[src/rtl/ahb_mtx_l1_pkg.sv]
// ---------------------------------------------------------------------------
// ahb_mtx_l1_pkg
// Shared AHB matrix definitions: HTRANS / HBURST / HRESP encodings and the
// packed address/control record carried through the matrix input stages.
// ---------------------------------------------------------------------------
package ahb_mtx_l1_pkg;

   typedef enum logic [1:0] {
      HTRANS_IDLE   = 2'b00,
      HTRANS_BUSY   = 2'b01,
      HTRANS_NONSEQ = 2'b10,
      HTRANS_SEQ    = 2'b11
   } htrans_e;

   typedef enum logic [2:0] {
      HBURST_SINGLE = 3'b000,
      HBURST_INCR   = 3'b001,
      HBURST_WRAP4  = 3'b010,
      HBURST_INCR4  = 3'b011,
      HBURST_WRAP8  = 3'b100,
      HBURST_INCR8  = 3'b101,
      HBURST_WRAP16 = 3'b110,
      HBURST_INCR16 = 3'b111
   } hburst_e;

   typedef enum logic [1:0] {
      HRESP_OKAY  = 2'b00,
      HRESP_ERROR = 2'b01,
      HRESP_RETRY = 2'b10,
      HRESP_SPLIT = 2'b11
   } hresp_e;

   // One address-phase worth of master control (47 bits).
   typedef struct packed {
      logic        sel;
      logic [31:0] addr;
      logic [1:0]  trans;
      logic        write;
      logic [2:0]  size;
      logic [2:0]  burst;
      logic [3:0]  prot;
      logic        mastlock;
   } ahb_ctrl_t;

   // NONSEQ and SEQ both have trans[1] set; IDLE and BUSY do not.
   function automatic logic is_real_trans(input logic [1:0] trans);
      return trans[1];
   endfunction

endpackage

[src/rtl/ahb_mtx_l1_in_hold.sv]
// ---------------------------------------------------------------------------
// ahb_mtx_l1_in_hold
// Holding register for one matrix input port. Captures a master address
// phase that the output stage could not take, and presents it again later.
//   HCLK, HRESETn : clock, asynchronous active-low reset
//   load          : capture ctrl_in and mark pending (wins over clear)
//   clear         : drop the pending transfer
//   ctrl_in       : live master address/control
//   pend_tran     : a captured transfer is waiting
//   ctrl_held     : captured transfer as it must be re-presented
// ---------------------------------------------------------------------------
module ahb_mtx_l1_in_hold
   import ahb_mtx_l1_pkg::*;
(
   input  logic      HCLK,
   input  logic      HRESETn,
   input  logic      load,
   input  logic      clear,
   input  ahb_ctrl_t ctrl_in,
   output logic      pend_tran,
   output ahb_ctrl_t ctrl_held
);

   ahb_ctrl_t hold_q;

   always_ff @(posedge HCLK or negedge HRESETn) begin
      if (!HRESETn) begin
         pend_tran <= 1'b0;
         hold_q    <= '0;
      end else if (load) begin
         pend_tran <= 1'b1;
         hold_q    <= ctrl_in;
      end else if (clear) begin
         pend_tran <= 1'b0;
      end
   end

   // A held SEQ beat may reach the slave after another master's transfer,
   // so it is re-issued as the start of an undefined-length burst.
   always_comb begin
      ctrl_held = hold_q;
      if (hold_q.trans == HTRANS_SEQ) begin
         ctrl_held.trans = HTRANS_NONSEQ;
         ctrl_held.burst = HBURST_INCR;
      end
   end

endmodule

[src/rtl/ahb_mtx_l1_in_stage.sv]
// ---------------------------------------------------------------------------
// ahb_mtx_l1_in_stage
// AHB matrix input stage: forwards a master's address phase to the decoder
// and output arbiters, holding it when the output stage cannot accept it.
//   HCLK, HRESETn          : clock, asynchronous active-low reset
//   H*S (sel..mastlock)    : master address/control, HREADYS master ready
//   H*M (sel..mastlock)    : address/control toward decoder / arbiters
//   active_trans           : request to the output-stage arbiter
//   addr_in_phase          : output stage has this port in address phase
//   data_in_phase          : output stage has this port in data phase
//   HREADYM, HRESPM        : ready/response from owning output stage
//   HREADYOUTS, HRESPS     : ready/response back to the master
// ---------------------------------------------------------------------------
module ahb_mtx_l1_in_stage
   import ahb_mtx_l1_pkg::*;
(
   input  logic        HCLK,
   input  logic        HRESETn,
   input  logic        HSELS,
   input  logic [31:0] HADDRS,
   input  logic [1:0]  HTRANSS,
   input  logic        HWRITES,
   input  logic [2:0]  HSIZES,
   input  logic [2:0]  HBURSTS,
   input  logic [3:0]  HPROTS,
   input  logic        HMASTLOCKS,
   input  logic        HREADYS,
   output logic        HSELM,
   output logic [31:0] HADDRM,
   output logic [1:0]  HTRANSM,
   output logic        HWRITEM,
   output logic [2:0]  HSIZEM,
   output logic [2:0]  HBURSTM,
   output logic [3:0]  HPROTM,
   output logic        HMASTLOCKM,
   output logic        active_trans,
   input  logic        addr_in_phase,
   input  logic        data_in_phase,
   input  logic        HREADYM,
   input  logic [1:0]  HRESPM,
   output logic        HREADYOUTS,
   output logic [1:0]  HRESPS
);

   ahb_ctrl_t s_ctrl;
   ahb_ctrl_t held_ctrl;
   ahb_ctrl_t m_ctrl;
   logic      new_tran;
   logic      load;
   logic      clear;
   logic      discard;
   logic      pend_tran;
   logic      err_q;

   assign s_ctrl = {HSELS, HADDRS, HTRANSS, HWRITES, HSIZES, HBURSTS, HPROTS, HMASTLOCKS};

   assign new_tran = HSELS & is_real_trans(HTRANSS) & HREADYS;
   assign load     = new_tran & (~addr_in_phase | ~HREADYM);

   // First cycle of a two-cycle ERROR seen; if the master answers with IDLE
   // on the next cycle, the waiting transfer is abandoned.
   always_ff @(posedge HCLK or negedge HRESETn) begin
      if (!HRESETn) begin
         err_q <= 1'b0;
      end else begin
         err_q <= data_in_phase & (HRESPM == HRESP_ERROR) & ~HREADYM;
      end
   end

   assign discard = err_q & (HTRANSS == HTRANS_IDLE) & HREADYS;
   assign clear   = (addr_in_phase & HREADYM) | discard;

   ahb_mtx_l1_in_hold u_hold (
      .HCLK      (HCLK),
      .HRESETn   (HRESETn),
      .load      (load),
      .clear     (clear),
      .ctrl_in   (s_ctrl),
      .pend_tran (pend_tran),
      .ctrl_held (held_ctrl)
   );

   // Held copy (including HMASTLOCK) owns the M side while pending.
   assign m_ctrl = pend_tran ? held_ctrl : s_ctrl;
   assign {HSELM, HADDRM, HTRANSM, HWRITEM, HSIZEM, HBURSTM, HPROTM, HMASTLOCKM} = m_ctrl;

   // Reset forces the master-facing handshake to its idle values even if
   // the output stage still reports a data phase.
   assign active_trans = HRESETn & (pend_tran | new_tran);
   assign HREADYOUTS   = ~HRESETn | (~pend_tran & (~data_in_phase | HREADYM));
   assign HRESPS       = (HRESETn & data_in_phase) ? HRESPM : HRESP_OKAY;

endmodule

[config.mk]
export PLATFORM = sky130hd
export DESIGN_NAME = ahb_mtx_l1_in_stage
export DESIGN_NICKNAME = d
export VERILOG_FILES = /design/src/rtl/ahb_mtx_l1_pkg.sv /design/src/rtl/ahb_mtx_l1_in_hold.sv /design/src/rtl/ahb_mtx_l1_in_stage.sv
export SDC_FILE = /design/constraint.sdc
export NUM_CORES = 1
export LEC_CHECK = 0
export BUFFER_PORTS_ARGS = -buffer_cell sky130_fd_sc_hd__buf_2
export CAP_MARGIN = 20
export CELL_PAD_IN_SITES_DETAIL_PLACEMENT = 0
export CELL_PAD_IN_SITES_GLOBAL_PLACEMENT = 1
export CORE_MARGIN = 2
export CORE_UTILIZATION = 35
export DETAILED_ROUTE_END_ITERATION = 12
export GPL_TIMING_DRIVEN = 1
export PLACE_DENSITY = 0.78
export SLEW_MARGIN = 20
export SYNTH_ARGS = -nofsm -noshare
export SYNTH_HDL_FRONTEND = slang
export SYNTH_HIERARCHICAL = 1
export SYNTH_SLANG_ARGS = --single-unit
[constraint.sdc]
create_clock -name HCLK -period 2.3 [get_ports HCLK]
set_clock_uncertainty 0.1 [all_clocks]
set_input_delay 0.23 -clock HCLK [delete_from_list [all_inputs] [get_ports HCLK]]
set_output_delay 0.23 -clock HCLK [all_outputs]
set_load 0.02 [all_outputs]
# ---- Yosys cells after proc, flatten, opt, wreduce, memory -nomap -nowiden
# Index checks and enable logic that the tools add are counted.
dict set report classes {
  addsub 0
  mul 0
  div 0
  magnitude_cmp 0
  n_eq_ne 2
  shifts 0
  mux 6
  n_bitwise 21
  reduce_logical 2
}
# cell count
set ops {}
lappend ops {{$mux W47} 1}
lappend ops {{$and A1 B1 Y1} 11}
lappend ops {{$not A1 Y1} 5}
lappend ops {{$or A1 B1 Y1} 5}
lappend ops {{$mux W2} 2}
lappend ops {{$mux W3} 1}
lappend ops {{$eq A2 B1 Y1 const B} 1}
lappend ops {{$eq A2 B2 Y1 const B} 1}
lappend ops {{$logic_not A2 Y1} 1}
lappend ops {{$mux W1} 2}
lappend ops {{$reduce_bool A2 Y1} 1}
dict set report word_totals {
  ff_bits 49
  latch_bits 0
  ram_bits 0
  romBits 0
  wordCells 41
  mem_count 0
}

# ---- Logic depth before layout (Yosys ltp)
# Gate-level depths: netlist of run 1.
dict set report logic_depth {
  depth_word 6
  mapped_depth 5
  depth_no_buf 4
}

# ---- Modules after synthesis
# The synthesis of run 1 kept the hierarchy.
# module instances cells_each area_each_um2 seq_area_each_um2
set modules_own_cells {}
lappend modules_own_cells {ahb_mtx_l1_in_hold 1 150 2204.6 1201.2}
lappend modules_own_cells {ahb_mtx_l1_in_stage 1 64 696.9 25.0}

# ---- Worst setup path after synthesis of run 1
# OpenSTA, ideal clock, no wires.
dict set report synth_path {
  path_kind {flip-flop to output port}
  startpoint {register u_hold.pend_tran}
  endpoint {output port HREADYOUTS}
  arrival_ns 1.195
  required_time_ns 1.970
  setup_slack_ns 0.775
  stages_incl_launch_ff 4
  n_path_buf 2
  path_cell_list {dfrtp_1 -> buf_6 -> buf_6 -> o21ai_0}
}
dict set report synth_between {
  elab_chain_len 3
}
# item line
set synth_lines {}
lappend synth_lines {{start: declaration} ahb_mtx_l1_in_hold.sv:20} ;# output logic pend_tran,
lappend synth_lines {{start signal: assignment} ahb_mtx_l1_in_hold.sv:28} ;# pend_tran <= 1'b0;
lappend synth_lines {{start signal: assignment} ahb_mtx_l1_in_hold.sv:31} ;# pend_tran <= 1'b1;
lappend synth_lines {{start signal: assignment} ahb_mtx_l1_in_hold.sv:34} ;# pend_tran <= 1'b0;
lappend synth_lines {{$not A1 Y1} ahb_mtx_l1_in_stage.sv:90} ;# assign HREADYOUTS = ~HRESETn | (~pend_tran & (~data_in_phase | HREADYM));
lappend synth_lines {{$and A1 B1 Y1} ahb_mtx_l1_in_stage.sv:90}
lappend synth_lines {{$or A1 B1 Y1} ahb_mtx_l1_in_stage.sv:90}
lappend synth_lines {{end: declaration} ahb_mtx_l1_in_stage.sv:41} ;# output logic HREADYOUTS,
# Every way passes these cells.

# ---- Worst setup path after layout of run 1
dict set report layout_path {
  startpoint {register u_hold.pend_tran}
  endpoint {output port HPROTM[2]}
}
dict set report layout_between {
  elab_chain_len 1
}
# item line
set layout_lines {}
lappend layout_lines {{$mux W47} ahb_mtx_l1_in_stage.sv:84} ;# assign m_ctrl = pend_tran ? held_ctrl : s_ctrl;
lappend layout_lines {{end: declaration} ahb_mtx_l1_in_stage.sv:34} ;# output logic [3:0] HPROTM,
# Every way passes these cells.

==> results of run 1 <==
[cell type report]
type,instances,area share (%)
Multi-Input combinational cell,110,38.1
Sequential cell,49,36.8
Timing Repair Buffer,112,17.4
Tap cell,105,3.94
Clock buffer,6,2.47
Clock inverter,2,1.12
Inverter,2,0.225
[stage by stage]
stage	cell area [um2]	util [%]
after floorplan	2900	-
after global placement	3210	39.4
after detailed placement	3210	39.4
after CTS	3340	41.0
after global routing	3340	41.0
final	3340	41.0
[where the power goes]
group / switching (mW) / internal, mW / leakage, nW
clock network: 0.280 / 0.354 / 0.0574
logic: 0.398 / 0.462 / 0.963
registers: 0.0898 / 1.04 / 0.584
[flip-flops by register name, indices dropped and copies added (netlist names)]
register          count
u_hold/hold_q         5
err_q                 1
u_hold/pend_tran      1
u_hold/ctrl_held     42
[worst max path at each step]
| stage | slack (ns) | start | endpoint | depth (start not counted) |
|---|---|---|---|---|
| 2_1_floorplan | 0.78 | u_hold/pend_tran | HREADYOUTS | 3 |
| 3_3_place_gp | 0.66 | HTRANSS[1] | u_hold/ctrl_held[18] | 5 |
| 3_5_place_dp | 0.63 | HTRANSS[1] | u_hold/ctrl_held[18] | 5 |
| 4_1_cts | 0.40 | u_hold/pend_tran | HPROTM[2] | 3 |
| 5_1_grt | 0.35 | u_hold/pend_tran | HBURSTM[2] | 3 |
| 6_report | 0.44 | u_hold/pend_tran | HPROTM[2] | 3 |
[kinds of logic (layout without fill, tap and decap cells)]
kind of cell,Yosys count,in the layout,share of synthesized area [%]
buffers and inverters,55,122,14.3
flip-flops,49,49,42.3
AO/OA/AOI/OAI,5,5,1.21
multiplexers,94,94,40.0
AND/OR/NAND/NOR,11,11,2.24
[synth_stat cells (all sizes together)]
cell type / count
a32o: 1
and3: 2
buf: 52
and3b: 1
nand2b: 1
o21ai: 1
and2: 2
dfrtp: 49
a21oi: 1
a21boi: 1
nor2: 1
clkbuf: 1
nor2b: 2
inv: 2
mux2: 94
a21o: 1
nand3: 1
nand2: 1
[timing repair]
action                    4_1_cts  5_1_grt
resized for setup               0        0
hold endpoints to repair       49        0
hold buffers                    1        0
[layout by cell type, fill, tap and decap left out, types with 2 or more instances in the layout]
master    synthesis  final
buf_2             2    105
buf_4            45      6
and3_1            2      2
mux2_2           67     67
and2_1            2      2
nor2b_1           2      2
mux2_4           27     27
dfrtp_1          49     48
inv_1             2      2
clkbuf_8          0      6
[per-layer routing]
layer | part of all wire, % | global-route usage (%) | vias to the layer above
met1 | 44 | 14.5 | 863
met5 | 0 | 0 | -
met3 | 6.7 | 3.00 | 7
met2 | 48 | 18.2 | 62
met4 | 1.4 | 3.62 | 0
li1 | - | - | 831
[worst max-delay path: stages, from the launching register on]
cell and delay (ns):
dfrtp_2 0.36, buf_4 0.34, mux2_2 0.39, buf_2 0.16
==> run summary, run 1 <==
The first detailed-routing pass ran for 4 iterations. The run finished with clean final reports. The run gives 2.63 mW as the power consumption. The number of CTS-inserted buffers was 5; the worst setup slack after placement was 0.627 ns. For the worst-skew pair, the clock arrives at the later sink with an insertion delay of 0.29 ns. Total die area: 9030 um2. The floorplan step set the die width to 95.1 um. The tightest hold path in the finished design has a slack of 0.0685 ns. The tools report the critical path launch point type as a flop. Once detail routing completed, the nets flagged for antenna violations numbered 0. Setup slack on the worst reg-to-reg path comes out at 1.23 ns. The multi-input combinational cells in the finished layout cover a total of 1270 um2. The H-tree was split into 2 levels. The largest net degree at the start of global routing was 32; the power density of the placed cells was 786 nW/um2. In the final routed layout, each cell accounts on average for 13.1 um. The worst hold path begins at HADDRS[18]. The global-route usage over all layers was 11.2%; the placed instance count was 377. The worst pin sits at a relative slew slack of 69.8%. STA classifies the critical path endpoint as a primary output. The chip height was 95.1 um.

The clock passes through at most 2 buffers. The worst path needs 1.86 ns of the cycle, external delays included. The class of the most critical setup path was reg2out. The register area came out at 1230 um2.

The endpoint identified for the worst register-to-register timing path is u_hold/pend_tran. The mean instance size in the synthesized netlist is 13.6 um2, and the non-filler instance count after layout is 386. The violation count after the first detailed-route iteration came out at 57. In the routed layout, each cell is associated on average with a via count of 4.57. The number of port buffers was 105. The share of final-layout standard cells stronger than drive strength 1 came out at 76.5%. Sorting the synthesized cells by area gives the leading types as dfrtp_1 (42%), mux2_2 (26%), mux2_4 (14%), buf_4 (12%), buf_6 (1.9%).

The initial utilization of the core area, before any placement, comes to 35.7%. Via count of the first global-routing pass: 1682. Summing every instance area after synthesis gives 2900 um2.

The number of placement rows is 33, and the final net count is 335. For the worst flop-to-flop path, the logic depth is 2. For the number of warnings issued by yosys, the log shows 6. The synthesized netlist contains 21 unique library cells. Across the VDD grid, the largest voltage drop is 0.377 mV. Counting flops and latches in the post-synthesis netlist gives 49. The maximum clock frequency is 0.536 GHz.

The path type of the worst min-delay path is in2reg. The tools report the standard cell core area as 8130 um2. The gate count of the mapped netlist was 214. Of all nets on the critical path, the largest fanout is 26. Synthesis produced a netlist with a net count of 269. Global routing finished with a remaining overflow of 0. The remaining routing DRC violations is 0, and the number of buffers inserted by post-CTS setup repair is 0. For the placer congestion estimate, the log shows 0.702. Wire length of the first global-routing pass: 7.88 mm. The wire-length estimate of the detail-placed layout is 3.82 mm.

After clock tree synthesis, the clock-pin slew on the worst setup and hold paths is 0.09 ns. From synthesis to final layout, the design area changed by 15.0%. For the initial antenna violation count, the log shows 0. Reported max-cap violation count: 0. The tools report the number of top-level pins as 106.

The post-route clock period utilization was 81.0%. The number of setup violations in the final report is 0, and the CTS sink count is 49. Sum of routed wire length over all layers: 5.06 mm.

The share of the synthesized area in the top cell type works out to 42.3%. The count of endpoints failing hold in the final timing report came out at 0. Once routing completed, OpenROAD measured the worst setup slack at 0.436 ns.

Setup repair after global routing left no endpoint under its margin. The critical path arrival was 1.53 ns. Count of antenna diodes in the layout: 0.

Data on the critical path is required at its endpoint by 1.97 ns. The analysis attributes to cell leakage a power of 1.60 nW. dfrtp_1 takes more of the synthesized area than any other cell. The tree is rooted in a clkbuf_8. Cell count of the worst hold path: 2.

The worst register-to-register path begins at u_hold/pend_tran. For this block, the via count after detailed routing is 1763. The tools report the final number of max-transition violations as 0. For this run, the register share of the synthesized area comes to 42.3%.

For the final routed database, the setup TNS stands at 0 ns. TritonCTS built the clock tree. At the pin with the least slew margin, the transition time is 0.453 ns.

For the fill cell instance count of the final layout, the log shows 788. The worst hold path terminates at u_hold/ctrl_held[32].
Note: power is estimated with default switching activity, not from simulation.
==> run 2: changes to the inputs <==
==> constraint.sdc (replaced) <==
create_clock -name HCLK -period 1.9 [get_ports HCLK]
set_clock_uncertainty 0.1 [all_clocks]
set_input_delay 0.19 -clock HCLK [delete_from_list [all_inputs] [get_ports HCLK]]
set_output_delay 0.19 -clock HCLK [all_outputs]
set_load 0.02 [all_outputs]
==> run 2 against run 1 <==
Via count decreased by 0.51%. Register-to-register slack worse by 0.32 ns. Final cell count did not move. Power rose by 15%. Non-clock buffer count stayed put. Wire length rose by 1.3%. Die area did not move. Flip-flop and latch count did not move. Critical path depth unchanged. First-iteration DRC count decreased by 67%. Design area down 0.37%. Highest routed layer unchanged. Critical path type unchanged. Setup slack lost 0.34 ns.
==> run summary, run 2 (synthesized netlist as in run 1, its figures left out) <==
The analysis attributes to net switching a power of 0.923 mW. Path type of the worst min-delay path: in2reg. For this design, the slowest cell found on the critical path is dfrtp_2. Start point of the worst min-delay path: HADDRS[30].

In the final routed layout, each cell accounts on average for 13.3 um. The count of TritonRoute iterations in the first routing pass was 2; the number of hold-repair buffers added at the cts stage was 1. At the end of routability-driven placement, the weighted congestion stood at 0.722. Grouping stages by cell kind, the critical path spends the most delay in buffers and inverters. Summed negative setup slack over all endpoints: 0 ns. The die is 95.1 um tall. The tightest hold path in the finished design has a slack of 0.0339 ns.

Entering global routing, the biggest net connects 30 pins. For hold timing, the worst endpoint is u_hold/ctrl_held[44]. After global routing the overflow that remains totals 0. The post-route clock period utilization came out at 95.1%.

The library cell used most frequently in the layout, excluding fill and tap cells, is buf_2. For the worst setup path, the data arrival time is 1.52 ns. After detailed routing, the number of vias per cell comes to 4.54.

Once layout is complete, the utilization of the core stands at 40.9%. The wire length of the first global-routing pass is 8.15 mm, and the cell count of the worst hold path is 2. The logs give 9030 um2 for the total die area and 780 for the fill cell instance count of the final layout. Sequential cells account for 45.6% of the total power. The final number of max-transition violations was 0. The number of cells on the worst reg-to-reg path is 2. For this design the top-level I/O count stands at 106. For flop-to-flop paths, the worst setup slack is 0.91 ns. Across the VDD grid, the largest voltage drop is 0.346 mV.

Combinational cells account for 35.0% of the total power. The slew at the pin closest to its max-slew limit works out to 0.326 ns. The tools report the kind of end point of the critical path as a primary output.

Traced cell by cell, the critical path runs through buf_4, mux2_2, buf_2. During placement, the flow inserted port buffers numbering 105. The post-CTS clock slew at the launch and capture registers of the worst setup and hold paths is 0.09 ns. At the later pin of the worst-skew pair, clock insertion delay measures 0.29 ns. In this run, the number of DRC markers left after iteration 0 of detailed routing was 19. TritonCTS built the clock tree. In this run the worst path has a maximum fanout of 21.

CTS placed an instance of clkbuf_8 at the clock tree root. Once the floorplan was initialized, standard cells occupied 35.7% of the core. CTS built an H-tree with a depth of 2.

Based on the critical path, the design can be clocked at up to 0.554 GHz. The run gives 1.61 ns as the required arrival time at the worst endpoint. The via count of the first global-routing pass came out at 1760. Clock tree synthesis found a total of 49 sinks.

Setup repair after global routing left no endpoint under its margin. The repair_antennas step left the layout with diodes totalling 0. The standard cell core area is 8130 um2. The global-route usage over all layers was 11.6%; the number of antenna-violating nets in the routed design was 0. Compared with the post-synthesis result, the final layout area differs by 14.6%. Internal power comes to 2.08 mW.

The run gives 0 as the count of endpoints failing hold in the final timing report. The class of the most critical setup path was reg2out. For the sum of routed wire length over all layers, the log shows 5.12 mm. Buffers inserted during clock tree synthesis total 5. Prior to clock tree synthesis, the placed netlist has a worst setup slack of 0.322 ns. The run gives 2 as the maximum clock insertion buffer count. The tools report the number of buffers inserted by post-CTS setup repair as 0. The floorplan has 33 rows.

Worst reg2reg path endpoint: u_hold/pend_tran. The initial antenna violation count came out at 0. The post-cts sizing count is 0. Measured against its own limit, the worst slew margin works out to 78.2%.

The clock period minus final worst setup slack was 1.81 ns; the HPWL reported at the end of detailed placement was 3.92 mm. Setup violations remaining at the end of the flow were counted as 0. The smallest setup slack after layout was 0.0937 ns.

On the worst path, the slowest cell contributes a delay of 0.39 ns. Number of buffers and inverters on the critical path: 2. Summing internal, switching and leakage power gives 3.01 mW. In the layout the commonest cells are buf_2 (105), mux2_2 (67), dfrtp_1 (48), mux2_4 (27), clkbuf_8 (5). The worst reg2reg path startpoint is u_hold/pend_tran.

The total via count after detailed routing is 1754, and the share of final-layout standard cells stronger than drive strength 1 is 76.2%. The die is 95.1 um wide. The power density of the placed cells came out at 904 nW/um2.

The run gives 0 as the remaining routing DRC violations. The tools report the clock network fraction of design power as 19.4%. The flow ran to the end, and the final reports show no timing, DRC or antenna violations.

Switching share of total power: 30.7%. In this run the static leakage power is 1.60 nW. Critical path launch point type: a flop. The number of flip-flops in the largest register is 42, and the reported max-cap violation count is 0. After the last flow step, the layout net total stands at 335.
==> run 2: per-stage QoR <==
step	instances	area [um2]
after global placement	377	3230
final	386	3330
after CTS	386	3330
after global routing	386	3330
after detailed placement	377	3230
after floorplan	214	2900
==> run 2: final cells by class <==
| cell class | count | area (um2) | area share, % |
|---|---|---|---|
| clock buffers | 6 | 72.6 | 2.18 |
| clock inverters | 2 | 10.0 | 0.301 |
| inverters | 2 | 7.51 | 0.226 |
| multi-input cells | 110 | 1270 | 38.2 |
| flip-flops and latches | 49 | 1230 | 36.9 |
| well taps | 105 | 131 | 3.95 |
| repair buffers | 112 | 606 | 18.2 |
==> run 2: power groups by stage <==
stage | combinational (mW) | sequential, mW | clock [mW]
after detailed placement | 1.07 | 1.39 | 0
after global placement | 1.05 | 1.38 | 0
final | 1.05 | 1.37 | 0.582
after CTS | 1.07 | 1.37 | 0.623
after floorplan | 1.04 | 1.37 | 0
after global routing | 1.13 | 1.40 | 0.665
==> run 2: per-layer routing <==
| metal | global-route usage, % | vias up | share of wire, % |
|---|---|---|---|
| met5 | 0 | - | 0 |
| met4 | 3.26 | 0 | 0.98 |
| met3 | 3.87 | 5 | 7.5 |
| met2 | 19.7 | 60 | 47 |
| met1 | 14.1 | 852 | 44 |
| li1 | - | 837 | - |
==> run 2: worst max-delay path by stage <==
stage / from / end / slack [ns] / depth (start not counted)
2_1_floorplan: u_hold/pend_tran / HREADYOUTS / 0.42 / 3
3_3_place_gp: HTRANSS[1] / u_hold/ctrl_held[42] / 0.37 / 5
3_5_place_dp: HSELS / u_hold/ctrl_held[2] / 0.32 / 5
4_1_cts: u_hold/pend_tran / HADDRM[13] / 0.05 / 3
5_1_grt: u_hold/pend_tran / HSIZEM[1] / 0.01 / 3
6_report: u_hold/pend_tran / HADDRM[13] / 0.09 / 3
==> run 3: changes to the inputs <==
==> constraint.sdc (replaced) <==
create_clock -name HCLK -period 1.9 [get_ports HCLK]
set_clock_uncertainty 0.1 [all_clocks]
set_input_delay 0.38 -clock HCLK [delete_from_list [all_inputs] [get_ports HCLK]]
set_output_delay 0.38 -clock HCLK [all_outputs]
set_load 0.02 [all_outputs]
==> run 3 against run 2 <==
The run now ends with setup timing left. Hold slack better by 0.016 ns. Largest cell class unchanged. Combinational power grew 25%. Non-clock buffer count up 6. Setup slack lost 0.15 ns. Clock power increased by 32%. Flip-flop and latch count did not move. Utilization up 4.8 points. Highest routed layer unchanged.
==> run summary, run 3 (synthesized netlist as in run 1, its figures left out) <==
The flow ran to the end, but the final reports show violations. The final reports fail on setup timing. The top cell types in the final layout, fill and taps aside, are buf_2 (79), mux2_2 (55), dfrtp_1 (48), mux2_4 (39), buf_6 (27). The initial antenna violation count was 0. For the remaining routing DRC violations, the log shows 0. Setup repair after global routing could not meet its margin everywhere. The power density of the placed cells works out to 928 nW/um2.

The die is 95.1 um wide. The number of hold buffers added after CTS was 0. The register with the most flip-flops in the layout has 42 of them. The largest stage delay on the critical path came out at 0.42 ns.

Slew at the pin closest to its max-slew limit: 0.372 ns. The clock reaches the later pin of the worst-skew pair after 0.29 ns. The average vias per placed instance was 4.51. The maximum clock insertion buffer count was 2; the placed instance count was 377. After layout, the minimum clock period comes to 1.96 ns. The run gives 3 as the count of TritonRoute iterations in the first routing pass.

For the tightest hold margin, the log shows 0.0497 ns. The area growth from synthesis to layout was 28.0%; the final number of max-transition violations was 0. CTS saw 49 sinks. Fill cells in the final layout number 752. The number of clock buffers added by TritonCTS is 5. The most common library cell in the layout ignoring fill and taps is buf_2. The tools report the via count of the first global-routing pass as 1697. The number of buffers and inverters on the critical path was 3. The total die area was 9030 um2; the number of top-level pins was 106. In this run the worst path has a maximum fanout of 8. The placer congestion estimate is 0.685, and the starting density of the core is 35.7%. Dividing the detail-routed wire length by the instance count gives 14.9 um. Cells fill 45.7% of the core in the end. In this run the register-to-register setup slack is 0.80 ns.

Final net count: 341. The finished layout holds 392 standard cells, fillers aside. The post-route clock period utilization is 103%. The static leakage power came out at 1.77 nW. The share of final-layout standard cells stronger than drive strength 1 works out to 77.4%. The tools report the count of endpoints failing hold in the final timing report as 0. The standard cell core area is 8130 um2, and the smallest setup slack after layout is -0.0592 ns. The chip height was 95.1 um; the sum of routed wire length over all layers was 5.85 mm.

Across every metal layer, demand over resource in global routing totals 11.5%. HPWL reported at the end of detailed placement: 3.75 mm. Entering global routing, the biggest net connects 38 pins.

Cell at the root of the clock tree: clkbuf_8. The critical path in this run is classified as reg2out. The path class of the tightest hold or removal check is in2async. For this run, the top clock speed supported by timing is 0.510 GHz. The number of antenna-violating nets in the routed design came out at 0. The post-CTS clock slew at the launch and capture registers of the worst setup and hold paths came out at 0.09 ns.

Slowest cell on the critical path: dfrtp_2. The largest vdd supply drop was 0.405 mV. TritonCTS built the clock tree.

The number of antenna diodes in the final layout is 0. The first global-routing pass estimated 8.02 mm of wire. Violation count after the first detailed-route iteration: 25. Data arrives at the worst endpoint at 1.48 ns. Setup violations remaining at the end of the flow were counted as 47. STA puts the critical path data required time at 1.42 ns. In this run the core area contains 33 standard-cell rows.

Total number of H-tree levels: 2. Summing over every cut layer, the via total after detailed routing is 1768. STA classifies the critical path startpoint as a flop. The worst setup path is captured at a primary output. Global routing finished with a remaining overflow of 0.

Kind of cell adding the most delay to the critical path: buffers and inverters. Traced cell by cell, the critical path runs through buf_12, clkbuf_16, mux2_4, buf_6. The count of buffers added on input and output ports is 105.

The tools report the reported max-cap violation count as 0. The worst slew slack as a fraction of its limit is 75.2%.
run 3: layout make-up:
cell class / instances / area (um2) / area share (%)
clock buffers: 6 / 82.6 / 2.22
well taps: 105 / 131 / 3.54
inverters: 2 / 7.51 / 0.202
multi-input cells: 110 / 1320 / 35.4
clock inverters: 2 / 37.5 / 1.01
repair buffers: 118 / 912 / 24.6
flip-flops and latches: 49 / 1230 / 33.0
run 3: per-stage QoR:
step                      setup TNS, ns  cell area, um2  power (mW)  setup WS (ns)
after CTS                         -1.82            3370        3.25        -0.0615
after global routing              -4.46            3710        3.65         -0.113
after global placement                0            3250        2.43          0.272
after floorplan                       0            2900        2.41          0.225
after detailed placement              0            3250        2.45          0.235
final                             -1.84            3710        3.45        -0.0592
run 3: report_power, final:
part           internal [mW]  leakage, nW  total [mW]  switching [mW]
Combinational          0.762         1.13        1.31           0.546
Sequential              1.26        0.584        1.37           0.113
Clock                  0.428       0.0574       0.768           0.339
Total                   2.45         1.77        3.45           0.998
run 3: path summary, 6_finish.rpt:
kind	from	to	cells after the start
worst max-delay path	u_hold/pend_tran	HADDRM[31]	4
worst min-delay path	HRESETn	u_hold/ctrl_held[4]	2
worst max register to register	u_hold/pend_tran	u_hold/pend_tran	3
worst min register to register	u_hold/hold_q[6]	u_hold/hold_q[6]	1
max in group asynchronous	HRESETn	u_hold/ctrl_held[27]	2
min in group HCLK	HMASTLOCKS	u_hold/ctrl_held[0]	2
run 3: what timing repair did:
action / in CTS / in global routing
cloned: 0 / 6
gates resized for setup: 0 / 67
setup endpoints to repair: 47 / 47
buffers inserted: 0 / 1
run 3: metal layers:
layer / GRT usage, % / wire (um) / share of wire, %
met4: 2.90 / 22 / 0.38
met1: 14.9 / 2550 / 44
met5: 0 / 0 / 0
met2: 18.9 / 2920 / 50
met3: 3.32 / 353 / 6.0
run 3: worst register-to-register path, delay by kind of cell, from the launching register on:
| family | cells | cell delay (ns) |
|---|---|---|
| DFF | 1 | 0.42 |
| buffers and inverters | 2 | 0.30 |
| AOI/OAI and AO/OA | 1 | 0.17 |
